### config.mk
export PLATFORM = sky130hd
export DESIGN_NAME = fetch_unit
export DESIGN_NICKNAME = d
export VERILOG_FILES = /design/src/rtl/fetch_unit.sv
export SDC_FILE = /design/constraint.sdc
export NUM_CORES = 1
export LEC_CHECK = 0
export ABC_AREA = 1
export CORE_ASPECT_RATIO = 1.75
export CORE_MARGIN = 10
export CORE_UTILIZATION = 30
export CTS_BUF_LIST = sky130_fd_sc_hd__clkbuf_16
export DETAILED_ROUTE_END_ITERATION = 12
export PLACE_DENSITY = 0.69
export SLEW_MARGIN = 10
export SYNTH_ARGS = -nofsm -noshare
export SYNTH_HDL_FRONTEND = slang
export SYNTH_SLANG_ARGS = --single-unit
### constraint.sdc
create_clock -name clk -period 1.4 [get_ports clk]
set_clock_uncertainty 0.05 [all_clocks]
set_input_delay 0.21 -clock clk [delete_from_list [all_inputs] [get_ports clk]]
set_output_delay 0.21 -clock clk [all_outputs]
set_load 0.01 [all_outputs]
### src/rtl/fetch_unit.sv
// rtl/fetch_unit.sv - instruction fetch controller: PC, memory read handshake, 8085 length decode
module fetch_unit #(
    parameter logic [15:0] RESET_PC = 16'h0000
) (
    input  logic        clk,
    input  logic        reset,
    input  logic        fetch_en,
    output logic [15:0] mem_addr,
    output logic        mem_rd,
    input  logic        mem_ready,
    input  logic [7:0]  mem_data,
    output logic        ir_load,
    output logic [7:0]  ir_data,
    output logic [7:0]  operand_lo,
    output logic [7:0]  operand_hi,
    output logic [1:0]  instr_len,
    output logic        instr_valid,
    input  logic        decode_ack,
    input  logic        pc_load,
    input  logic [15:0] pc_load_val,
    output logic [15:0] pc
);

    typedef enum logic [2:0] {
        S_IDLE     = 3'd0,
        S_FETCH_OP = 3'd1,
        S_FETCH_B2 = 3'd2,
        S_FETCH_B3 = 3'd3,
        S_HOLD     = 3'd4
    } state_t;

    state_t      r_state;
    state_t      w_state_next;
    logic [15:0] r_pc;
    logic [7:0]  r_operand_lo;
    logic [7:0]  r_operand_hi;
    logic [1:0]  r_len;
    logic        r_valid;
    logic        w_mem_rd;
    logic        w_ir_load;
    logic        w_xfer;
    logic        w_pc_load_ok;
    logic [1:0]  w_dec_len;

    function automatic logic [1:0] f_len(input logic [7:0] op);
        case (op)
            8'h01, 8'h11, 8'h21, 8'h31, 8'h22, 8'h2A, 8'h32, 8'h3A,
            8'hC3, 8'hCD,
            8'hC2, 8'hCA, 8'hD2, 8'hDA, 8'hE2, 8'hEA, 8'hF2, 8'hFA,
            8'hC4, 8'hCC, 8'hD4, 8'hDC, 8'hE4, 8'hEC, 8'hF4, 8'hFC:
                f_len = 2'd3;
            8'h06, 8'h0E, 8'h16, 8'h1E, 8'h26, 8'h2E, 8'h36, 8'h3E,
            8'hC6, 8'hCE, 8'hD6, 8'hDE, 8'hE6, 8'hEE, 8'hF6, 8'hFE,
            8'hD3, 8'hDB:
                f_len = 2'd2;
            default:
                f_len = 2'd1;
        endcase
    endfunction

    assign w_dec_len    = f_len(mem_data);
    assign w_xfer       = w_mem_rd & mem_ready;
    // Branch targets are accepted only between instructions, never mid-fetch.
    assign w_pc_load_ok = pc_load & ((r_state == S_IDLE) | ((r_state == S_HOLD) & decode_ack));

    always_ff @(posedge clk or posedge reset) begin
        if (reset) begin
            r_state <= S_IDLE;
        end else begin
            r_state <= w_state_next;
        end
    end

    always_comb begin
        w_state_next = r_state;
        case (r_state)
            S_IDLE:     if (fetch_en) w_state_next = S_FETCH_OP;
            S_FETCH_OP: if (w_xfer) w_state_next = (w_dec_len > 2'd1) ? S_FETCH_B2 : S_HOLD;
            S_FETCH_B2: if (w_xfer) w_state_next = (r_len == 2'd3) ? S_FETCH_B3 : S_HOLD;
            S_FETCH_B3: if (w_xfer) w_state_next = S_HOLD;
            S_HOLD:     if (decode_ack) w_state_next = fetch_en ? S_FETCH_OP : S_IDLE;
            default:    w_state_next = S_IDLE;
        endcase
    end

    always_comb begin
        w_mem_rd  = 1'b0;
        w_ir_load = 1'b0;
        case (r_state)
            S_FETCH_OP: begin
                w_mem_rd  = 1'b1;
                w_ir_load = mem_ready;
            end
            S_FETCH_B2, S_FETCH_B3: w_mem_rd = 1'b1;
            default: ;
        endcase
    end

    always_ff @(posedge clk or posedge reset) begin
        if (reset) begin
            r_pc         <= RESET_PC;
            r_operand_lo <= 8'h00;
            r_operand_hi <= 8'h00;
            r_len        <= 2'd1;
            r_valid      <= 1'b0;
        end else begin
            if (w_xfer) begin
                r_pc <= r_pc + 16'd1;
            end else if (w_pc_load_ok) begin
                r_pc <= pc_load_val;
            end
            if (w_xfer) begin
                case (r_state)
                    S_FETCH_OP: begin
                        r_len        <= w_dec_len;
                        r_operand_lo <= 8'h00;
                        r_operand_hi <= 8'h00;
                    end
                    S_FETCH_B2: r_operand_lo <= mem_data;
                    S_FETCH_B3: r_operand_hi <= mem_data;
                    default: ;
                endcase
            end
            // Valid tracks residency in HOLD, so it rises with the last byte and drops on ack.
            r_valid <= (w_state_next == S_HOLD);
        end
    end

    assign mem_addr    = r_pc;
    assign pc          = r_pc;
    assign mem_rd      = w_mem_rd;
    assign ir_load     = w_ir_load;
    assign ir_data     = mem_data;
    assign operand_lo  = r_operand_lo;
    assign operand_hi  = r_operand_hi;
    assign instr_len   = r_len;
    assign instr_valid = r_valid;

endmodule

==> impl_results.html, run 1 <==
<table>
<tr><th>Metric</th><th>Value</th></tr>
<tr><th colspan="2">Status</th></tr>
<tr><td>Violations in the final reports</td><td>setup timing</td></tr>
<tr><td>Status</td><td>finished with violations</td></tr>
<tr><th colspan="2">Route</th></tr>
<tr><td>Final WL</td><td>8770 um</td></tr>
<tr><td>First-iteration detailed-routing DRC count</td><td>119</td></tr>
<tr><td>Iteration count of the initial detailed-routing pass</td><td>4</td></tr>
<tr><td>Wire length per cell</td><td>16.3 um</td></tr>
<tr><td>DRC errors left</td><td>0</td></tr>
<tr><td>Via density</td><td>4.95</td></tr>
<tr><td>Vias post-DR</td><td>2660</td></tr>
<tr><td>Number of nets with antenna violations after detailed routing</td><td>0</td></tr>
<tr><th colspan="2">Pwr</th></tr>
<tr><td>Fraction of power consumed by the clock network</td><td>19.4%</td></tr>
<tr><td>IR drop worst, VDD</td><td>0.000840 V</td></tr>
<tr><td>Share of power burned in combinational logic</td><td>56.3%</td></tr>
<tr><td>Static power due to leakage</td><td>2.12 nW</td></tr>
<tr><td>Internal power contribution</td><td>4.60 mW</td></tr>
<tr><td>Power spent charging and discharging nets</td><td>3.07 mW</td></tr>
<tr><td>Seq pwr share</td><td>24.3%</td></tr>
<tr><td>Total power per unit cell area</td><td>1830 nW/um2</td></tr>
<tr><td>Switch share</td><td>40.1%</td></tr>
<tr><th colspan="2">Timing</th></tr>
<tr><td>Remaining max-slew budget at the tightest pin</td><td>76.4%</td></tr>
<tr><td>Worst Slack Setup Final</td><td>-116 ps</td></tr>
<tr><td>Final min period</td><td>1520 ps</td></tr>
<tr><td>Final hold violations</td><td>0</td></tr>
<tr><td>Final setup violation count</td><td>23</td></tr>
<tr><td>Share of the clock period used by the worst path after layout</td><td>108%</td></tr>
<tr><td>Highest achievable clock rate</td><td>660 MHz</td></tr>
<tr><td>Final Max Tran Viols</td><td>0</td></tr>
<tr><td>Transition at the pin with the smallest max-transition slack</td><td>350 ps</td></tr>
<tr><td>RSZ-0062 raised after global routing</td><td>yes</td></tr>
<tr><th colspan="2">Layout</th></tr>
<tr><td>Number of antenna cells inserted</td><td>0</td></tr>
<tr><td>Layout cell share with drive strength beyond 1</td><td>32.5%</td></tr>
<tr><td>Final Cell Area</td><td>4200 um2</td></tr>
<tr><td>Final design utilization</td><td>55.1%</td></tr>
<tr><td>Nets</td><td>479</td></tr>
<tr><td>Area growth from synthesis to layout</td><td>77.7%</td></tr>
<tr><td>Final std cells w/o fill</td><td>537</td></tr>
<tr><td>Final-layout fill cell count</td><td>669</td></tr>
<tr><th colspan="2">Clock network</th></tr>
<tr><td>Number of buffers inserted for hold repair after clock tree synthesis</td><td>0</td></tr>
<tr><td>Maximum buffer depth of the clock tree</td><td>2</td></tr>
<tr><td>Maximum level of the CTS H-tree</td><td>2</td></tr>
<tr><td>Clock tree from TritonCTS</td><td>done</td></tr>
<tr><td>Cts bufs inserted</td><td>5</td></tr>
<tr><td>Skew-Pair Late Insertion Delay</td><td>280 ps</td></tr>
<tr><td>Number of sinks driven by the clock tree</td><td>38</td></tr>
<tr><td>Cell at the root of the clock tree</td><td>clkbuf_16</td></tr>
<tr><td>Clock slew seen by the registers of the worst setup and hold paths</td><td>60 ps</td></tr>
<tr><th colspan="2">Synthesis</th></tr>
<tr><td>Number of synthesized register bits</td><td>38</td></tr>
<tr><td>Library cell with the largest summed area after synthesis</td><td>dfrtp_1</td></tr>
<tr><td>Synthesized area</td><td>2360 um2</td></tr>
<tr><td>Post-synth cell types</td><td>33</td></tr>
<tr><td>Dominant cells by area after synthesis</td><td>dfrtp_1 39%, nand2_1 10%, inv_1 8.6%, buf_4 8.3%, nand3_1 5.1%</td></tr>
<tr><td>Area share of the largest cell type after synthesis</td><td>39.2%</td></tr>
<tr><td>Count of flip-flops with a built-in enable after synthesis</td><td>0</td></tr>
<tr><td>Proportion of synthesized chip area in sequential cells</td><td>40.3%</td></tr>
<tr><td>Count of yosys warnings during synthesis</td><td>0</td></tr>
<tr><td>Net count of the mapped netlist</td><td>344</td></tr>
<tr><td>Synth Area per Inst</td><td>7.55 um2</td></tr>
<tr><td>Cell count after synthesis</td><td>313</td></tr>
<tr><td>Cell types with the highest counts after synthesis</td><td>64 x nand2_1, 54 x inv_1, 37 x dfrtp_1, 26 x buf_4, 24 x nand3_1</td></tr>
<tr><td>Fraction of registers with async set or reset after synthesis</td><td>100%</td></tr>
<tr><td>Most frequent cell after synthesis</td><td>nand2_1</td></tr>
<tr><td>Top flip-flop cell by instance count after synthesis</td><td>dfrtp_1</td></tr>
<tr><th colspan="2">Floorplan</th></tr>
<tr><td>Die Outline Area</td><td>12000 um2</td></tr>
<tr><td>Initial standard-cell utilization of the core</td><td>31.0%</td></tr>
<tr><td>Die Width</td><td>87.1 um</td></tr>
<tr><td>Die Span Y</td><td>137 um</td></tr>
<tr><td>Ports placed on the boundary</td><td>91</td></tr>
<tr><td>Core box area</td><td>7620 um2</td></tr>
<tr><td>Number of placement rows</td><td>42</td></tr>
<tr><th colspan="2">Global route</th></tr>
<tr><td>First-pass GRT wire length</td><td>13800 um</td></tr>
<tr><td>Global-route usage over all layers</td><td>14.4%</td></tr>
<tr><td>Pin count of the biggest net entering global routing</td><td>39</td></tr>
<tr><td>Antenna violations before repair</td><td>0</td></tr>
<tr><td>Vias in the first global route</td><td>2890</td></tr>
<tr><td>Final global-route overflow total</td><td>0</td></tr>
<tr><th colspan="2">Setup path</th></tr>
<tr><td>WS Path Type</td><td>reg2reg</td></tr>
<tr><td>Maximum net fanout on the critical path</td><td>6</td></tr>
<tr><td>Sort of element at the start of the critical path</td><td>flip-flop</td></tr>
<tr><td>Critical Path End Type</td><td>flip-flop</td></tr>
<tr><td>Arrival time of the worst setup path</td><td>1640 ps</td></tr>
<tr><td>Required time at the endpoint of the critical path</td><td>1530 ps</td></tr>
<tr><th colspan="2">Place</th></tr>
<tr><td>HPWL after detailed placement</td><td>6430 um</td></tr>
<tr><td>Placed Cells</td><td>509</td></tr>
<tr><td>Routability Congestion</td><td>0.907</td></tr>
<tr><td>Placement Setup Slack</td><td>-354 ps</td></tr>
<tr><td>Count of buffers from port buffering</td><td>90</td></tr>
<tr><td>Placed inst area</td><td>3560 um2</td></tr>
<tr><th colspan="2">Flow run</th></tr>
<tr><td>Total of max-cap violations</td><td>0</td></tr>
<tr><th colspan="2">Hold path</th></tr>
<tr><td>Kind of path behind the tightest hold check</td><td>in2async</td></tr>
</table>
final timing paths:
check	end	slack, ps	startpoint	cells after the start
setup / recovery	mem_addr[13]$_DFFE_PP0P_	-120	r_state[2]$_DFF_PP0_	9
hold / removal	mem_addr[3]$_DFFE_PP0P_	240	reset	3
setup reg to reg	mem_addr[13]$_DFFE_PP0P_	-120	r_state[2]$_DFF_PP0_	9
hold reg to reg	instr_len[0]$_DFFE_PP1P_	480	instr_len[0]$_DFFE_PP1P_	2
max in group asynchronous	instr_len[0]$_DFFE_PP1P_	800	reset	3
min in group clk	operand_hi[6]$_DFFE_PP0P_	260	mem_data[6]	3
state kept, by name, indices dropped and copies added, names as in the netlist:
name         flops
r_state          3
mem_addr        16
instr_len        2
operand_hi       8
instr_valid      1
operand_lo       8
metal layers:
layer	share of wire [%]	wire length, um	GRT usage, %
met1	34	2950	13.2
met3	8.2	722	4.91
met4	2.6	230	6.24
met5	0	0	0
met2	55	4870	27.3
cell usage in the layout, fill, tap and decap left out, types with 4 or more instances in the layout:
| master | n |
|---|---|
| clkdlybuf4s15_1 | 5 |
| nand4_1 | 8 |
| buf_4 | 47 |
| dfrtp_2 | 9 |
| inv_1 | 50 |
| clkbuf_16 | 5 |
| o22ai_1 | 7 |
| o21ai_1 | 7 |
| nand2_1 | 60 |
| o22ai_2 | 8 |
| dfrtp_1 | 28 |
| nor3_4 | 5 |
| o21ai_2 | 5 |
| nor2_4 | 6 |
| dlygate4sd2_1 | 54 |
| o21a_1 | 4 |
| a21oi_2 | 5 |
| nand2_4 | 4 |
| nor2_1 | 15 |
| clkdlybuf4s50_1 | 24 |
| nand3_1 | 20 |
| o21ai_0 | 4 |
| inv_2 | 5 |
| dlymetal6s2s_1 | 5 |
| buf_6 | 17 |
timing repair:
action                                  CTS  global route
gates cloned                              1             0
setup buffers                            18             2
gates resized for setup                 116            54
endpoints found under the setup margin   98            46
pin swaps                                20            16
metrics by stage:
stage	hold slack (ps)	TNS (ps)	total power, mW
after floorplan	300	-23.0	3.74
after global placement	460	-6690	5.54
after detailed placement	451	-7710	5.61
after CTS	251	-1170	7.34
after global routing	260	-2980	8.18
final	240	-1230	7.67
cell families after synthesis:
family | count (synthesis) | synth area share (%)
compound gates | 52 | 13.7
buf+inv | 86 | 18.3
fa+ha+maj | 1 | 0.530
xor+xnor | 1 | 0.371
flops | 38 | 40.3
simple gates | 135 | 26.9
worst max-delay path: stages, from the launching register on:
cell	delay (ps)
dfrtp_1	410
inv_2	80
buf_6	120
or2_4	240
nand3_4	90
nand2_4	80
buf_6	140
o21a_1	100
nand2_1	50
nand2_1	40
power by group through the flow:
stage	Clock [mW]	Combinational (mW)	Sequential (mW)
after global placement	0	3.63	1.91
after detailed placement	0	3.68	1.93
after global routing	1.55	4.72	1.91
after CTS	1.50	4.02	1.82
final	1.49	4.32	1.86
after floorplan	0	1.73	2.02
layout make-up:
cell class | count | area (um2) | area share, %
inverters | 56 | 214 | 5.10
flip-flops and latches | 38 | 963 | 23.0
clock inverters | 3 | 63.8 | 1.52
clock buffers | 5 | 125 | 2.98
well taps | 88 | 110 | 2.62
repair buffers | 157 | 1440 | 34.3
multi-input cells | 190 | 1280 | 30.5
No activity file was read; power rests on OpenSTA's default activity.
==> inputs of run 2 (changes only) <==
Settings changed: CORE_UTILIZATION 30 to 40, PLACE_DENSITY 0.69 to 0.85.
==> impl_results.html, run 2 (synthesis gave the netlist of run 1 again) <==
<table>
<tr><th>Metric</th><th>Value</th></tr>
<tr><th colspan="2">Status</th></tr>
<tr><td>Status</td><td>finished with violations</td></tr>
<tr><td>Violations in the final reports</td><td>setup timing</td></tr>
<tr><th colspan="2">Floorplan</th></tr>
<tr><td>Core box area</td><td>5830 um2</td></tr>
<tr><td>Initial standard-cell utilization of the core</td><td>40.5%</td></tr>
<tr><td>Ports placed on the boundary</td><td>91</td></tr>
<tr><td>Die Span Y</td><td>122 um</td></tr>
<tr><td>Die Outline Area</td><td>9500 um2</td></tr>
<tr><td>Die Width</td><td>78.1 um</td></tr>
<tr><td>Number of placement rows</td><td>37</td></tr>
<tr><th colspan="2">Timing</th></tr>
<tr><td>Remaining max-slew budget at the tightest pin</td><td>74.2%</td></tr>
<tr><td>Final hold violations</td><td>0</td></tr>
<tr><td>RSZ-0062 raised after global routing</td><td>yes</td></tr>
<tr><td>Smallest hold slack</td><td>246 ps</td></tr>
<tr><td>Share of the clock period used by the worst path after layout</td><td>113%</td></tr>
<tr><td>Worst Slack Setup Final</td><td>-181 ps</td></tr>
<tr><td>Final min period</td><td>1580 ps</td></tr>
<tr><td>Transition at the pin with the smallest max-transition slack</td><td>384 ps</td></tr>
<tr><td>Setup tns final</td><td>-2830 ps</td></tr>
<tr><td>Final setup violation count</td><td>30</td></tr>
<tr><td>Highest achievable clock rate</td><td>633 MHz</td></tr>
<tr><td>Final Max Tran Viols</td><td>0</td></tr>
<tr><th colspan="2">Route</th></tr>
<tr><td>DRC errors left</td><td>0</td></tr>
<tr><td>First-iteration detailed-routing DRC count</td><td>292</td></tr>
<tr><td>Final WL</td><td>9740 um</td></tr>
<tr><td>Via density</td><td>5.36</td></tr>
<tr><td>Iteration count of the initial detailed-routing pass</td><td>4</td></tr>
<tr><td>Wire length per cell</td><td>18.5 um</td></tr>
<tr><td>Vias post-DR</td><td>2816</td></tr>
<tr><td>Number of nets with antenna violations after detailed routing</td><td>0</td></tr>
<tr><th colspan="2">Layout</th></tr>
<tr><td>Max reg flops</td><td>16</td></tr>
<tr><td>Leading cell types in the layout, fill and taps excluded</td><td>59 x nand2_1, 56 x dlygate4sd2_1, 52 x inv_1</td></tr>
<tr><td>Final design utilization</td><td>69.9%</td></tr>
<tr><td>Number of antenna cells inserted</td><td>0</td></tr>
<tr><td>Area growth from synthesis to layout</td><td>72.5%</td></tr>
<tr><td>Most common cell after layout, fill and taps aside</td><td>nand2_1</td></tr>
<tr><td>Final std cells w/o fill</td><td>525</td></tr>
<tr><td>Final-layout fill cell count</td><td>445</td></tr>
<tr><td>Nets</td><td>477</td></tr>
<tr><td>Layout cell share with drive strength beyond 1</td><td>29.8%</td></tr>
<tr><td>Final Cell Area</td><td>4080 um2</td></tr>
<tr><th colspan="2">Global route</th></tr>
<tr><td>Vias in the first global route</td><td>2994</td></tr>
<tr><td>Antenna violations before repair</td><td>0</td></tr>
<tr><td>Final global-route overflow total</td><td>0</td></tr>
<tr><td>First-pass GRT wire length</td><td>14200 um</td></tr>
<tr><td>Pin count of the biggest net entering global routing</td><td>30</td></tr>
<tr><td>Global-route usage over all layers</td><td>18.3%</td></tr>
<tr><th colspan="2">Clock network</th></tr>
<tr><td>Clock slew seen by the registers of the worst setup and hold paths</td><td>60 ps</td></tr>
<tr><td>Number of buffers inserted for hold repair after clock tree synthesis</td><td>0</td></tr>
<tr><td>Cell at the root of the clock tree</td><td>clkbuf_16</td></tr>
<tr><td>Maximum level of the CTS H-tree</td><td>2</td></tr>
<tr><td>Skew-Pair Late Insertion Delay</td><td>290 ps</td></tr>
<tr><td>Number of sinks driven by the clock tree</td><td>38</td></tr>
<tr><td>Maximum buffer depth of the clock tree</td><td>2</td></tr>
<tr><td>Clock tree from TritonCTS</td><td>done</td></tr>
<tr><td>Cts bufs inserted</td><td>5</td></tr>
<tr><th colspan="2">Setup path</th></tr>
<tr><td>Required time at the endpoint of the critical path</td><td>1530 ps</td></tr>
<tr><td>Crit-path slowest cell</td><td>dfrtp_1</td></tr>
<tr><td>Critical path buffer and inverter count</td><td>5</td></tr>
<tr><td>WS Path Type</td><td>reg2reg</td></tr>
<tr><td>Max stage delay on crit path</td><td>410 ps</td></tr>
<tr><td>Top cell family by delay on the critical path</td><td>buffers and inverters</td></tr>
<tr><td>Critical Path Stages</td><td>10</td></tr>
<tr><td>Critical-path cell list</td><td>buf_6 &gt; nor2_4 &gt; buf_6 &gt; nor3_4 &gt; buf_12 &gt; clkbuf_16 &gt; a21oi_2 &gt; o21ai_1 &gt; o21ai_1 &gt; inv_1</td></tr>
<tr><td>Critical Path End Type</td><td>flip-flop</td></tr>
<tr><td>Maximum net fanout on the critical path</td><td>5</td></tr>
<tr><td>Arrival time of the worst setup path</td><td>1710 ps</td></tr>
<tr><td>FF-to-FF path depth</td><td>10</td></tr>
<tr><td>Sort of element at the start of the critical path</td><td>flip-flop</td></tr>
<tr><th colspan="2">Pwr</th></tr>
<tr><td>Static power due to leakage</td><td>2.13 nW</td></tr>
<tr><td>Power after layout</td><td>7.38 mW</td></tr>
<tr><td>Total power per unit cell area</td><td>1810 nW/um2</td></tr>
<tr><td>IR drop worst, VDD</td><td>0.00112 V</td></tr>
<tr><th colspan="2">Hold path</th></tr>
<tr><td>Kind of path behind the tightest hold check</td><td>in2async</td></tr>
<tr><th colspan="2">Place</th></tr>
<tr><td>Count of buffers from port buffering</td><td>90</td></tr>
<tr><td>Placed Cells</td><td>502</td></tr>
<tr><td>Routability Congestion</td><td>0.878</td></tr>
<tr><td>Placed inst area</td><td>3570 um2</td></tr>
<tr><td>HPWL after detailed placement</td><td>6410 um</td></tr>
<tr><td>Placement Setup Slack</td><td>-323 ps</td></tr>
<tr><th colspan="2">Flow run</th></tr>
<tr><td>Total of max-cap violations</td><td>0</td></tr>
</table>
-- run 2: cell count changes in the layout (fill, tap and decap cells not counted), moves of 3 or more --
cell | previous run | this run
dlymetal6s2s_1 | 5 | 8
buf_6 | 17 | 12
clkdlybuf4s15_1 | 5 | 2
o22ai_1 | 7 | 14
nor2_4 | 6 | 3
o22ai_2 | 8 | 2
-- run 2: repair_timing --
action                     4_1_cts  5_1_grt
gates resized for setup        105       44
gates cloned                     1        3
setup endpoints to repair       88       42
pin swaps                        2       14
setup buffers                    9        2
-- run 2: layout make-up --
class	instances	area, um2	area share [%]
timing repair buffer	156	1470	36.0
clock inverter	3	37.5	0.921
multi-input combinational	189	1170	28.7
sequential	38	963	23.6
inverter	56	216	5.31
tap	78	97.6	2.39
clock buffer	5	125	3.07
-- run 2: path summary, 6_finish.rpt --
path / startpoint / endpoint / slack, ps
setup / recovery: r_state[1]$_DFF_PP0_ / mem_addr[7]$_DFFE_PP0P_ / -180
hold / removal: reset / mem_addr[10]$_DFFE_PP0P_ / 250
setup reg to reg: r_state[1]$_DFF_PP0_ / mem_addr[7]$_DFFE_PP0P_ / -180
hold reg to reg: operand_lo[7]$_DFFE_PP0P_ / operand_lo[7]$_DFFE_PP0P_ / 480
max in group asynchronous: reset / instr_len[0]$_DFFE_PP1P_ / 810
min in group clk: mem_data[4] / operand_hi[4]$_DFFE_PP0P_ / 290
-- run 2: worst register-to-register path: stages, from the launching register on --
cell and delay [ps]:
dfrtp_1 410, buf_6 140, nor2_4 110, buf_6 140
nor3_4 50, buf_12 130, clkbuf_16 150, a21oi_2 90
o21ai_1 70, o21ai_1 80, inv_1 50
-- run 2: report_power, final --
part           internal (mW)  total [mW]  switching [mW]  leakage [nW]
clock network          0.828        1.27           0.446        0.0864
registers               1.49        1.90           0.407         0.479
logic                   1.97        4.20            2.23          1.56
total                   4.29        7.38            3.09          2.13
-- run 2: layer usage --
metal | up-vias | track usage, % | share of wire (%)
met5 | - | 0 | 0
met4 | 0 | 11.7 | 4.8
met1 | 1357 | 16.5 | 33
li1 | 1269 | - | -
met3 | 42 | 6.64 | 8.7
met2 | 148 | 33.4 | 53
==> inputs of run 3 (changes only) <==
Settings changed: CTS_CLUSTER_SIZE set to 14, TNS_END_PERCENT set to 5.
==> impl_results.html, run 3 (synthesis gave the netlist of run 1 again) <==
<table>
<tr><th>Metric</th><th>Value</th></tr>
<tr><th colspan="2">Status</th></tr>
<tr><td>Status</td><td>finished with violations</td></tr>
<tr><td>Violations in the final reports</td><td>setup timing</td></tr>
<tr><th colspan="2">Timing</th></tr>
<tr><td>Final setup violation count</td><td>18</td></tr>
<tr><td>Final min period</td><td>1530 ps</td></tr>
<tr><td>Final Max Tran Viols</td><td>0</td></tr>
<tr><td>Setup tns final</td><td>-1020 ps</td></tr>
<tr><td>Worst Slack Setup Final</td><td>-131 ps</td></tr>
<tr><td>Remaining max-slew budget at the tightest pin</td><td>73.7%</td></tr>
<tr><td>Share of the clock period used by the worst path after layout</td><td>109%</td></tr>
<tr><td>RSZ-0062 raised after global routing</td><td>yes</td></tr>
<tr><td>Transition at the pin with the smallest max-transition slack</td><td>392 ps</td></tr>
<tr><td>Final hold violations</td><td>0</td></tr>
<tr><td>Highest achievable clock rate</td><td>653 MHz</td></tr>
<tr><th colspan="2">Layout</th></tr>
<tr><td>Max reg flops</td><td>16</td></tr>
<tr><td>Layout cell share with drive strength beyond 1</td><td>24.9%</td></tr>
<tr><td>Most common cell after layout, fill and taps aside</td><td>nand2_1</td></tr>
<tr><td>Number of antenna cells inserted</td><td>0</td></tr>
<tr><td>Area growth from synthesis to layout</td><td>62.5%</td></tr>
<tr><td>Final-layout fill cell count</td><td>492</td></tr>
<tr><td>Leading cell types in the layout, fill and taps excluded</td><td>62 x nand2_1, 53 x dlygate4sd2_1, 52 x inv_1</td></tr>
<tr><td>Nets</td><td>467</td></tr>
<tr><td>Final Cell Area</td><td>3840 um2</td></tr>
<tr><th colspan="2">Setup path</th></tr>
<tr><td>Top cell family by delay on the critical path</td><td>buffers and inverters</td></tr>
<tr><td>Critical path buffer and inverter count</td><td>3</td></tr>
<tr><td>Sort of element at the start of the critical path</td><td>flip-flop</td></tr>
<tr><td>Maximum net fanout on the critical path</td><td>20</td></tr>
<tr><td>Crit-path slowest cell</td><td>dfrtp_1</td></tr>
<tr><td>Max stage delay on crit path</td><td>390 ps</td></tr>
<tr><td>Critical-path cell list</td><td>buf_6 &gt; nor2_4 &gt; buf_6 &gt; nor3_2 &gt; buf_12 &gt; nand2_1 &gt; a21oi_1 &gt; nor2_1</td></tr>
<tr><td>Cell with the most instances on the worst path</td><td>buf_6</td></tr>
<tr><td>WS Path Type</td><td>reg2reg</td></tr>
<tr><td>Required time at the endpoint of the critical path</td><td>1520 ps</td></tr>
<tr><td>Critical Path End Type</td><td>flip-flop</td></tr>
<tr><td>Arrival time of the worst setup path</td><td>1650 ps</td></tr>
<tr><th colspan="2">Clock network</th></tr>
<tr><td>Cell at the root of the clock tree</td><td>clkbuf_16</td></tr>
<tr><td>Maximum level of the CTS H-tree</td><td>2</td></tr>
<tr><td>Cts bufs inserted</td><td>5</td></tr>
<tr><td>Number of buffers inserted for hold repair after clock tree synthesis</td><td>0</td></tr>
<tr><td>Clock tree from TritonCTS</td><td>done</td></tr>
<tr><td>Clock slew seen by the registers of the worst setup and hold paths</td><td>60 ps</td></tr>
<tr><td>Maximum buffer depth of the clock tree</td><td>2</td></tr>
<tr><td>Skew-Pair Late Insertion Delay</td><td>290 ps</td></tr>
<tr><td>Number of sinks driven by the clock tree</td><td>38</td></tr>
<tr><th colspan="2">Place</th></tr>
<tr><td>Placed inst area</td><td>3570 um2</td></tr>
<tr><td>Routability Congestion</td><td>0.878</td></tr>
<tr><td>HPWL after detailed placement</td><td>6410 um</td></tr>
<tr><td>Count of buffers from port buffering</td><td>90</td></tr>
<tr><th colspan="2">Global route</th></tr>
<tr><td>First-pass GRT wire length</td><td>13600 um</td></tr>
<tr><td>Final global-route overflow total</td><td>0</td></tr>
<tr><td>Vias in the first global route</td><td>2921</td></tr>
<tr><td>Antenna violations before repair</td><td>0</td></tr>
<tr><td>Global-route usage over all layers</td><td>17.5%</td></tr>
<tr><td>Pin count of the biggest net entering global routing</td><td>30</td></tr>
<tr><th colspan="2">Pwr</th></tr>
<tr><td>Share of power burned in combinational logic</td><td>52.9%</td></tr>
<tr><td>Internal power contribution</td><td>4.00 mW</td></tr>
<tr><td>Fraction of power consumed by the clock network</td><td>18.8%</td></tr>
<tr><td>Power after layout</td><td>6.78 mW</td></tr>
<tr><td>Static power due to leakage</td><td>2.06 nW</td></tr>
<tr><td>Power spent charging and discharging nets</td><td>2.78 mW</td></tr>
<tr><td>Total power per unit cell area</td><td>1770 nW/um2</td></tr>
<tr><td>IR drop worst, VDD</td><td>0.00104 V</td></tr>
<tr><td>Seq pwr share</td><td>28.3%</td></tr>
<tr><td>Switch share</td><td>41.0%</td></tr>
<tr><th colspan="2">Floorplan</th></tr>
<tr><td>Number of placement rows</td><td>37</td></tr>
<tr><td>Die Span Y</td><td>122 um</td></tr>
<tr><td>Die Outline Area</td><td>9500 um2</td></tr>
<tr><td>Die Width</td><td>78.1 um</td></tr>
<tr><td>Ports placed on the boundary</td><td>91</td></tr>
<tr><td>Initial standard-cell utilization of the core</td><td>40.5%</td></tr>
<tr><td>Core box area</td><td>5830 um2</td></tr>
<tr><th colspan="2">Route</th></tr>
<tr><td>DRC errors left</td><td>0</td></tr>
<tr><td>First-iteration detailed-routing DRC count</td><td>149</td></tr>
<tr><td>Wire length per cell</td><td>16.7 um</td></tr>
<tr><td>Final WL</td><td>8600 um</td></tr>
<tr><td>Number of nets with antenna violations after detailed routing</td><td>0</td></tr>
<tr><td>Via density</td><td>5.17</td></tr>
<tr><td>Iteration count of the initial detailed-routing pass</td><td>4</td></tr>
<tr><td>Vias post-DR</td><td>2662</td></tr>
<tr><th colspan="2">Flow run</th></tr>
<tr><td>Total of max-cap violations</td><td>0</td></tr>
<tr><th colspan="2">Hold path</th></tr>
<tr><td>Kind of path behind the tightest hold check</td><td>in2async</td></tr>
</table>
[run 3: changes by cell type in the layout (fill, tap and decap cells not counted), sizes merged]
cell,delta
clkdlybuf4s50,-2
inv,+1
clkbuf,-2
dlymetal6s2s,+4
clkdlybuf4s15,+1
dlygate4sd2,-3
buf,-8
clkinvlp,-1
[run 3: per-layer routing]
metal | global-route usage [%] | part of all wire [%] | vias up
li1 | - | - | 1248
met1 | 15.9 | 35 | 1264
met2 | 32.0 | 53 | 117
met3 | 6.86 | 8.2 | 33
met4 | 10.0 | 4.2 | 0
met5 | 0 | 0 | -
[run 3: power by group through the flow]
stage	combinational (mW)	sequential [mW]	clock, mW
after floorplan	1.73	2.02	0
after detailed placement	3.69	1.91	0
after CTS	3.53	1.89	1.27
after global routing	3.92	1.97	1.32
after global placement	3.61	1.89	0
final	3.59	1.92	1.27
[run 3: cell type report]
cell class	count	area, um2	share of cell area, %
repair buffers	146	1340	34.9
well taps	78	97.6	2.54
flip-flops and latches	38	963	25.1
multi-input cells	189	1070	27.8
clock inverters	3	37.5	0.978
clock buffers	5	125	3.26
inverters	56	210	5.48
[run 3: through the flow]
step	utilization, %	hold WS [ps]	std cells	worst slack (ps)
floorplan	-	300	313	-12.9
global placement	61.2	450	502	-300
detailed placement	61.2	460	502	-323
CTS	64.4	251	515	-174
global route	65.8	272	515	-189
finish	65.8	244	515	-131
[run 3: final timing paths]
| kind | cells past startpoint | startpoint | slack, ps | endpoint |
|---|---|---|---|---|
| setup / recovery | 8 | r_state[1]$_DFF_PP0_ | -130 | mem_addr[10]$_DFFE_PP0P_ |
| hold / removal | 3 | reset | 240 | mem_addr[10]$_DFFE_PP0P_ |
| setup reg to reg | 8 | r_state[1]$_DFF_PP0_ | -130 | mem_addr[10]$_DFFE_PP0P_ |
| hold reg to reg | 2 | operand_lo[7]$_DFFE_PP0P_ | 480 | operand_lo[7]$_DFFE_PP0P_ |
| max in group asynchronous | 3 | reset | 810 | instr_len[0]$_DFFE_PP1P_ |
| min in group clk | 3 | mem_data[4] | 300 | operand_hi[4]$_DFFE_PP0P_ |
[run 3: worst min-delay path: stages]
cell,delay (ps)
clkdlybuf4s50_1,400
inv_1,110
buf_4,200
[run 3: what timing repair did]
action,in CTS,in global routing
buffers inserted,5,0
resized for setup,86,31
endpoints found under the setup margin,88,44
pin swaps,2,5
